--- src/rtl/serial_chunk_adder.sv ---
// Multi-cycle adder/subtractor: WIDTH-bit operands consumed CHUNK bits per clock,
// LSB chunk first, with a registered carry between chunks.

module serial_chunk_adder_rca #(
  parameter int W = 4
) (
  input  logic [W-1:0] x,
  input  logic [W-1:0] y,
  input  logic         cin,
  output logic [W-1:0] sum,
  output logic         cout,
  output logic         cmsb
);
  logic [W:0] c;

  assign c[0] = cin;
  for (genvar i = 0; i < W; i++) begin : g_fa
    assign sum[i]  = x[i] ^ y[i] ^ c[i];
    assign c[i+1]  = (x[i] & y[i]) | (c[i] & (x[i] ^ y[i]));
  end

  assign cout = c[W];
  // carry into the top bit of this chunk; only meaningful on the final chunk
  assign cmsb = c[W-1];
endmodule

module serial_chunk_adder #(
  parameter int WIDTH = 16,
  parameter int CHUNK = 4
) (
  input  logic             clk,
  input  logic             rst_n,
  input  logic             start,
  input  logic             sub,
  input  logic [WIDTH-1:0] a,
  input  logic [WIDTH-1:0] b,
  input  logic             ci,
  output logic             busy,
  output logic             done,
  output logic [WIDTH-1:0] s,
  output logic             co,
  output logic             ovf
);
  localparam int STEPS = WIDTH / CHUNK;
  localparam int IW    = (STEPS > 1) ? $clog2(STEPS) : 1;

  if (WIDTH < 2 || CHUNK < 1 || (WIDTH % CHUNK) != 0) begin : g_param_err
    $error("serial_chunk_adder: WIDTH must be >= 2 and a multiple of CHUNK");
  end

  typedef enum logic {IDLE, RUN} state_t;
  state_t state_q, state_d;

  logic [WIDTH-1:0] opa, opb, res, res_next;
  logic             cy;
  logic [IW-1:0]    idx;
  logic             accept, last;
  logic [CHUNK-1:0] csum;
  logic             cout, cmsb;

  // operands shift right each step so the active chunk is always at the bottom
  serial_chunk_adder_rca #(.W(CHUNK)) u_rca (
    .x    (opa[CHUNK-1:0]),
    .y    (opb[CHUNK-1:0]),
    .cin  (cy),
    .sum  (csum),
    .cout (cout),
    .cmsb (cmsb)
  );

  always_comb begin
    res_next = res >> CHUNK;
    res_next[WIDTH-1 -: CHUNK] = csum;
  end

  always_ff @(posedge clk or negedge rst_n) begin
    if (!rst_n) state_q <= IDLE;
    else        state_q <= state_d;
  end

  always_comb begin
    state_d = state_q;
    accept  = 1'b0;
    last    = 1'b0;
    unique case (state_q)
      IDLE: if (start) begin
        accept  = 1'b1;
        state_d = RUN;
      end
      RUN: if (idx == IW'(STEPS - 1)) begin
        last    = 1'b1;
        state_d = IDLE;
      end
      default: state_d = IDLE;
    endcase
  end

  assign busy = (state_q == RUN);

  always_ff @(posedge clk or negedge rst_n) begin
    if (!rst_n) begin
      opa  <= '0;
      opb  <= '0;
      res  <= '0;
      cy   <= 1'b0;
      idx  <= '0;
      done <= 1'b0;
      s    <= '0;
      co   <= 1'b0;
      ovf  <= 1'b0;
    end else begin
      done <= last;
      if (accept) begin
        opa <= a;
        opb <= b ^ {WIDTH{sub}};
        cy  <= ci ^ sub;
        idx <= '0;
      end else if (state_q == RUN) begin
        opa <= opa >> CHUNK;
        opb <= opb >> CHUNK;
        cy  <= cout;
        idx <= idx + IW'(1);
        res <= res_next;
        if (last) begin
          s   <= res_next;
          co  <= cout;
          ovf <= cout ^ cmsb;
        end
      end
    end
  end
endmodule

--- config.mk ---
export PLATFORM = sky130hd
export DESIGN_NAME = serial_chunk_adder
export DESIGN_NICKNAME = d
export VERILOG_FILES = /design/src/rtl/serial_chunk_adder.sv
export SDC_FILE = /design/constraint.sdc
export NUM_CORES = 1
export LEC_CHECK = 0
export ABC_AREA = 1
export CAP_MARGIN = 20
export CORE_MARGIN = 10
export CORE_UTILIZATION = 56
export CTS_CLUSTER_DIAMETER = 200
export DETAILED_ROUTE_END_ITERATION = 6
export DONT_BUFFER_PORTS = 1
export PLACE_DENSITY_LB_ADDON = 0.1
export SYNTH_ARGS = -nofsm -noshare
export SYNTH_HDL_FRONTEND = slang
export SYNTH_SLANG_ARGS = --single-unit
--- constraint.sdc ---
create_clock -name clk -period 2.3 [get_ports clk]
set_clock_uncertainty 0.1 [all_clocks]
set_input_delay 0.345 -clock clk [delete_from_list [all_inputs] [get_ports clk]]
set_output_delay 0.345 -clock clk [all_outputs]
set_load 0.05 [all_outputs]
# After elaboration in Yosys (flattened, before gate mapping)

Index checks and enable logic that the tools add are counted.

Add/subtract/negate cells: 1
Equality and inequality tests: 1
Muxes and demuxes: 14
Bitwise operators: 25
Reduce and logical (&&, ||, !) cells: 3

Operators with widths:

| operator              | count |
|---|---|
| $mux W16              | 4 |
| $xor A16 B16 Y16      | 1 |
| $xor A1 B1 Y1         | 10 |
| $and A1 B1 Y1         | 8 |
| $mux W1               | 7 |
| $mux W2               | 2 |
| $or A1 B1 Y1          | 4 |
| $reduce_and A3 Y1     | 1 |
| $add A2 B1 Y2 const B | 1 |
| $eq A2 B2 Y1 const B  | 1 |
| $not A1 Y1            | 2 |
| $pmux W1 S2           | 1 |
| $reduce_and A2 Y1     | 1 |
| $reduce_bool A2 Y1    | 1 |

Register bits after elaboration: 71
Input bits: 37
Output and inout bits: 20
Word-level logic and storage cells: 54

# Longest topological paths before layout

Depth in word-level cells: 11
Depth in mapped cells: 12
Mapped depth without buffers: 12

# Cells and area by module

A second synthesis with hierarchy kept.

Cell total of the unflattened synthesis: 391
Area, all modules: 3134.3 um^2

By module, submodules not included:

| module                 | instances | cells each | area an instance (um^2) |
|---|---|---|---|
| serial_chunk_adder     | 1         | 379        | 3024.2 |
| serial_chunk_adder_rca | 1         | 12         | 110.1 |

# Worst setup path before layout

No wires, ideal clock.

Kind: register to register
Start: register opa[0]
End: register s[15]
Setup time: 0.083 ns
Arrival time: 2.044 ns
Required time: 2.117 ns
Setup slack: 0.073 ns
Stages on the path, launching flop included: 9
Buffers on the path: 0
Clock period less this slack: 2.227 ns
Cell sequence: dfrtp_1 > fa_1 > inv_1 > fa_1 > inv_1 > fa_1 > inv_1 > fa_1 > o21ai_0

Word-level cells in the longest chain between the ends: 8
Elaborated cells between the ends (all ways): 9
Classes of those cells: bitwise: 9

Ends and longest elaborated chain:

| element                | RTL line | source |
|---|---|---|
| start, declared        | 54       | `logic [WIDTH-1:0] opa, opb, res, res_next;` |
| start signal, assigned | 119      | `opa <= opa >> CHUNK;` |
| $xor A1 B1 Y1          | 19       | `assign c[i+1] = (x[i] & y[i]) \| (c[i] & (x[i] ^ y[i]));` |
| $and A1 B1 Y1          | 19       |  |
| $or A1 B1 Y1 *         | 19       |  |
| $and A1 B1 Y1 *        | 19       |  |
| $or A1 B1 Y1 *         | 19       |  |
| $and A1 B1 Y1 *        | 19       |  |
| $or A1 B1 Y1 *         | 19       |  |
| $xor A1 B1 Y1 *        | 18       | `assign sum[i] = x[i] ^ y[i] ^ c[i];` |
| end signal, assigned   | 125      | `s <= res_next;` |
| end, declared          | 40       | `output logic [WIDTH-1:0] s,` |

Every way passes the cells marked *; elsewhere a longest branch is shown, timed or not.
A chain may end at the register's enable or synchronous reset.

# Worst setup path in the final report

Same ends and word-level chain as after synthesis.

==> impl_metrics.tcl <==
set metrics [dict create \
    outcome "finished clean" \
    h-tree-depth 3 \
    fmax_mhz 445.7 \
    cp_slowest_cell "fa_2" \
    critPathMaxStageDelay_ns 0.45 \
    synth.distinct_cells 14 \
    die_w_um 93.91 \
    cap_violations 0 \
    dieArea_um2 8819 \
    grt_max_degree 68 \
    worstPathRequired_ns 2.45 \
    hold_viol 0 \
    syn_to_final_growth_pct 9.816 \
    clock-root-buffer "clkbuf_8" \
    crit_fanout 2 \
    gp_congestion 0.7630 \
    drive_above_1_share_pct 8.608 \
    io_pins 57 \
    antenna_cells 0 \
    stdcell_area_um2 3359 \
    leakage_nw 1.904 \
    r2r-end "s[15]" \
    clk_pin_slew_ns 0.07 \
    ys_warn_count 0 \
    critical_path_class "reg -> reg" \
    dp_hpwl_um 4062 \
    cpMostUsedCell "fa_2" \
    overflow 0 \
    setup_viol 0 \
    synth_area_um2 3059 \
    wl_per_cell_um 12.78 \
    fp.dieH_um 93.91 \
    slew_headroom_pct 60.69 \
    r2r_slack_ns 0.06 \
    worstSkewPairLatency_ns 0.34 \
    final_max_slew_viol_count 0 \
    drtPass1Iterations 4 \
    rows 26 \
    numCtsBuffers 9 \
    initial_core_util_pct 58.77 \
    grt_pass1_vias 2309 \
    num_vias 2276 \
    cts_sinks 67 \
    n_fill_cell 477 \
    hold_path_depth 2 \
    antenna_found_initial 0 \
    yosys_register_bits 67 \
    viasPerCell 4.895 \
    ant_nets 0 \
    cp_cell_sequence "fa_2 > inv_2 > fa_2 > inv_2 > fa_2 > inv_2 > fa_2 > o21ai_1" \
    tightest_slew_ns 0.5883 \
    seq_area_frac_synth_pct 54.81 \
    grt_pass1_wl_um 10380 \
    start_kind "flip-flop" \
    synth_top_area_share_pct 54.81 \
    drc 0 \
    rsz0062_at_grt "yes" \
    timing.setup.tns_ns 0 \
    p_per_area_nw_per_um2 1345 \
    coreArea_um2 5205 \
    crit_start "opa[0]" \
    io_buffer_count 0 \
    regArea_um2 1678 \
    synth_nets 430 \
    synth_largest_area_cell "dfrtp_1" \
    min_period_ns 2.244 \
    vdd_drop_max_uv 513.7 \
    hold_path_end "opa[13]" \
    cts_buffer_depth 2 \
    globalRouteTotalUtil_pct 14.60 \
    tritoncts "done" \
    r2r-start "opa[0]" \
    drt-total-wl_um 5944 \
    nNetsFinal 432 \
    crit_arrival_ns 2.40 \
    worstHoldStart "a[13]" \
    first_iter_violations 73 \
    hold_path_class "in -> reg" \
    fin_crit_sh_pct 97.55 \
    multi_input_area_um2 1111 \
    synth.top_cells.by_area "dfrtp_1, nand2_1, inv_1" \
    syn_avg_cell_area_um2 7.884 \
    netlist_instances 388 \
    ff2ff_path_depth 8 \
    endpoint_kind "flip-flop" \
    placed_cell_area_um2 3092 \
]
worst max-delay path by stage:
stage | to | slack (ns) | cells after the start
after floorplan | s[15] | 0.07 | 8
after global placement | s[15] | 0.01 | 8
after detailed placement | res[15] | -0.08 | 8
after CTS | s[15] | 0.03 | 8
after global routing | s[15] | -0.02 | 8
final | s[15] | 0.06 | 8
timing repair:
action | 4_1_cts | 5_1_grt
buffers inserted | 0 | 1
endpoints found under the setup margin | 2 | 4
pin swaps | 0 | 3
resized for setup | 4 | 7
hold buffers | 2 | 0
hold endpoints to repair | 67 | 0
layout by cell type, fill, tap and decap left out, types with 2 or more instances in the layout:
cell type    n
inv_1       46
nor2_2       2
inv_2        5
clkbuf_1     2
a21oi_1     13
o21ai_0     24
nand2_1    189
nor2_1       2
buf_4        6
fa_2         4
bufinv_16    2
clkbuf_8     9
clkinv_2     2
dfrtp_1     66
nand3_1     16
flip-flops by register name (all words and copies together), names as in the netlist:
name	cells
res	12
done	1
busy	1
cy	1
opb	16
opa	16
ovf	1
idx	2
s	16
co	1
synth_stat cells (all sizes together):
| cell | number |
|---|---|
| nand2 | 189 |
| dfrtp | 67 |
| inv | 51 |
| o21ai | 26 |
| nand3 | 16 |
| buf | 14 |
| a21oi | 13 |
| fa | 4 |
| nor2 | 4 |
| clkbuf | 3 |
| ha | 1 |
worst max-delay path: cells and delay by family, from the launching register on:
kind                       cells  cell delay [ns]
adders and majority gates      4             1.36
DFF                            1             0.40
buffers and inverters          3             0.18
AOI/OAI and AO/OA              1             0.12
metrics by stage:
stage               std cells  utilization, %  hold WS [ns]  power [mW]  worst slack (ns)
finish                    465           64.54       0.01632       4.518           0.05637
global route              465           64.54      0.004959       4.892          -0.01572
CTS                       464           64.18      0.003382       4.530           0.02544
detailed placement        446           59.40      -0.04844       3.445          -0.07923
global placement          446           59.40      -0.04844       3.401           0.01442
floorplan                 388               -      -0.05059       3.159           0.07304
power breakdown:
group          switching (mW)  internal, mW  leakage [nW]
sequential              0.705          1.61         0.876
clock                   0.433         0.608         0.103
combinational           0.728         0.431         0.925
total                    1.87          2.65          1.90
layer usage:
layer / share of wire [%] / global-route usage, %
met5: 0 / 0
met4: 1.7 / 6.076
met3: 7.3 / 4.956
met2: 49 / 24.48
met1: 42 / 16.62
cell families (layout without fill, tap and decap cells):
kind of cell               count (synthesis)  count (layout)  share of synthesized area (%)
AOI/OAI and AO/OA                         39              39                          6.380
adders and majority gates                  5               5                          3.027
buffers and inverters                     68              75                          9.325
DFF                                       67              67                          54.81
and+or+nand+nor                          209             209                          26.46
cell type report:
| type | count | area share (%) |
|---|---|---|
| Sequential cell | 67 | 49.94 |
| Multi-Input combinational cell | 253 | 33.07 |
| Inverter | 51 | 5.698 |
| Clock buffer | 11 | 3.911 |
| Tap cell | 70 | 2.607 |
| Timing Repair Buffer | 8 | 2.458 |
| Clock inverter | 5 | 2.309 |
(Power assumes the default switching activity.)
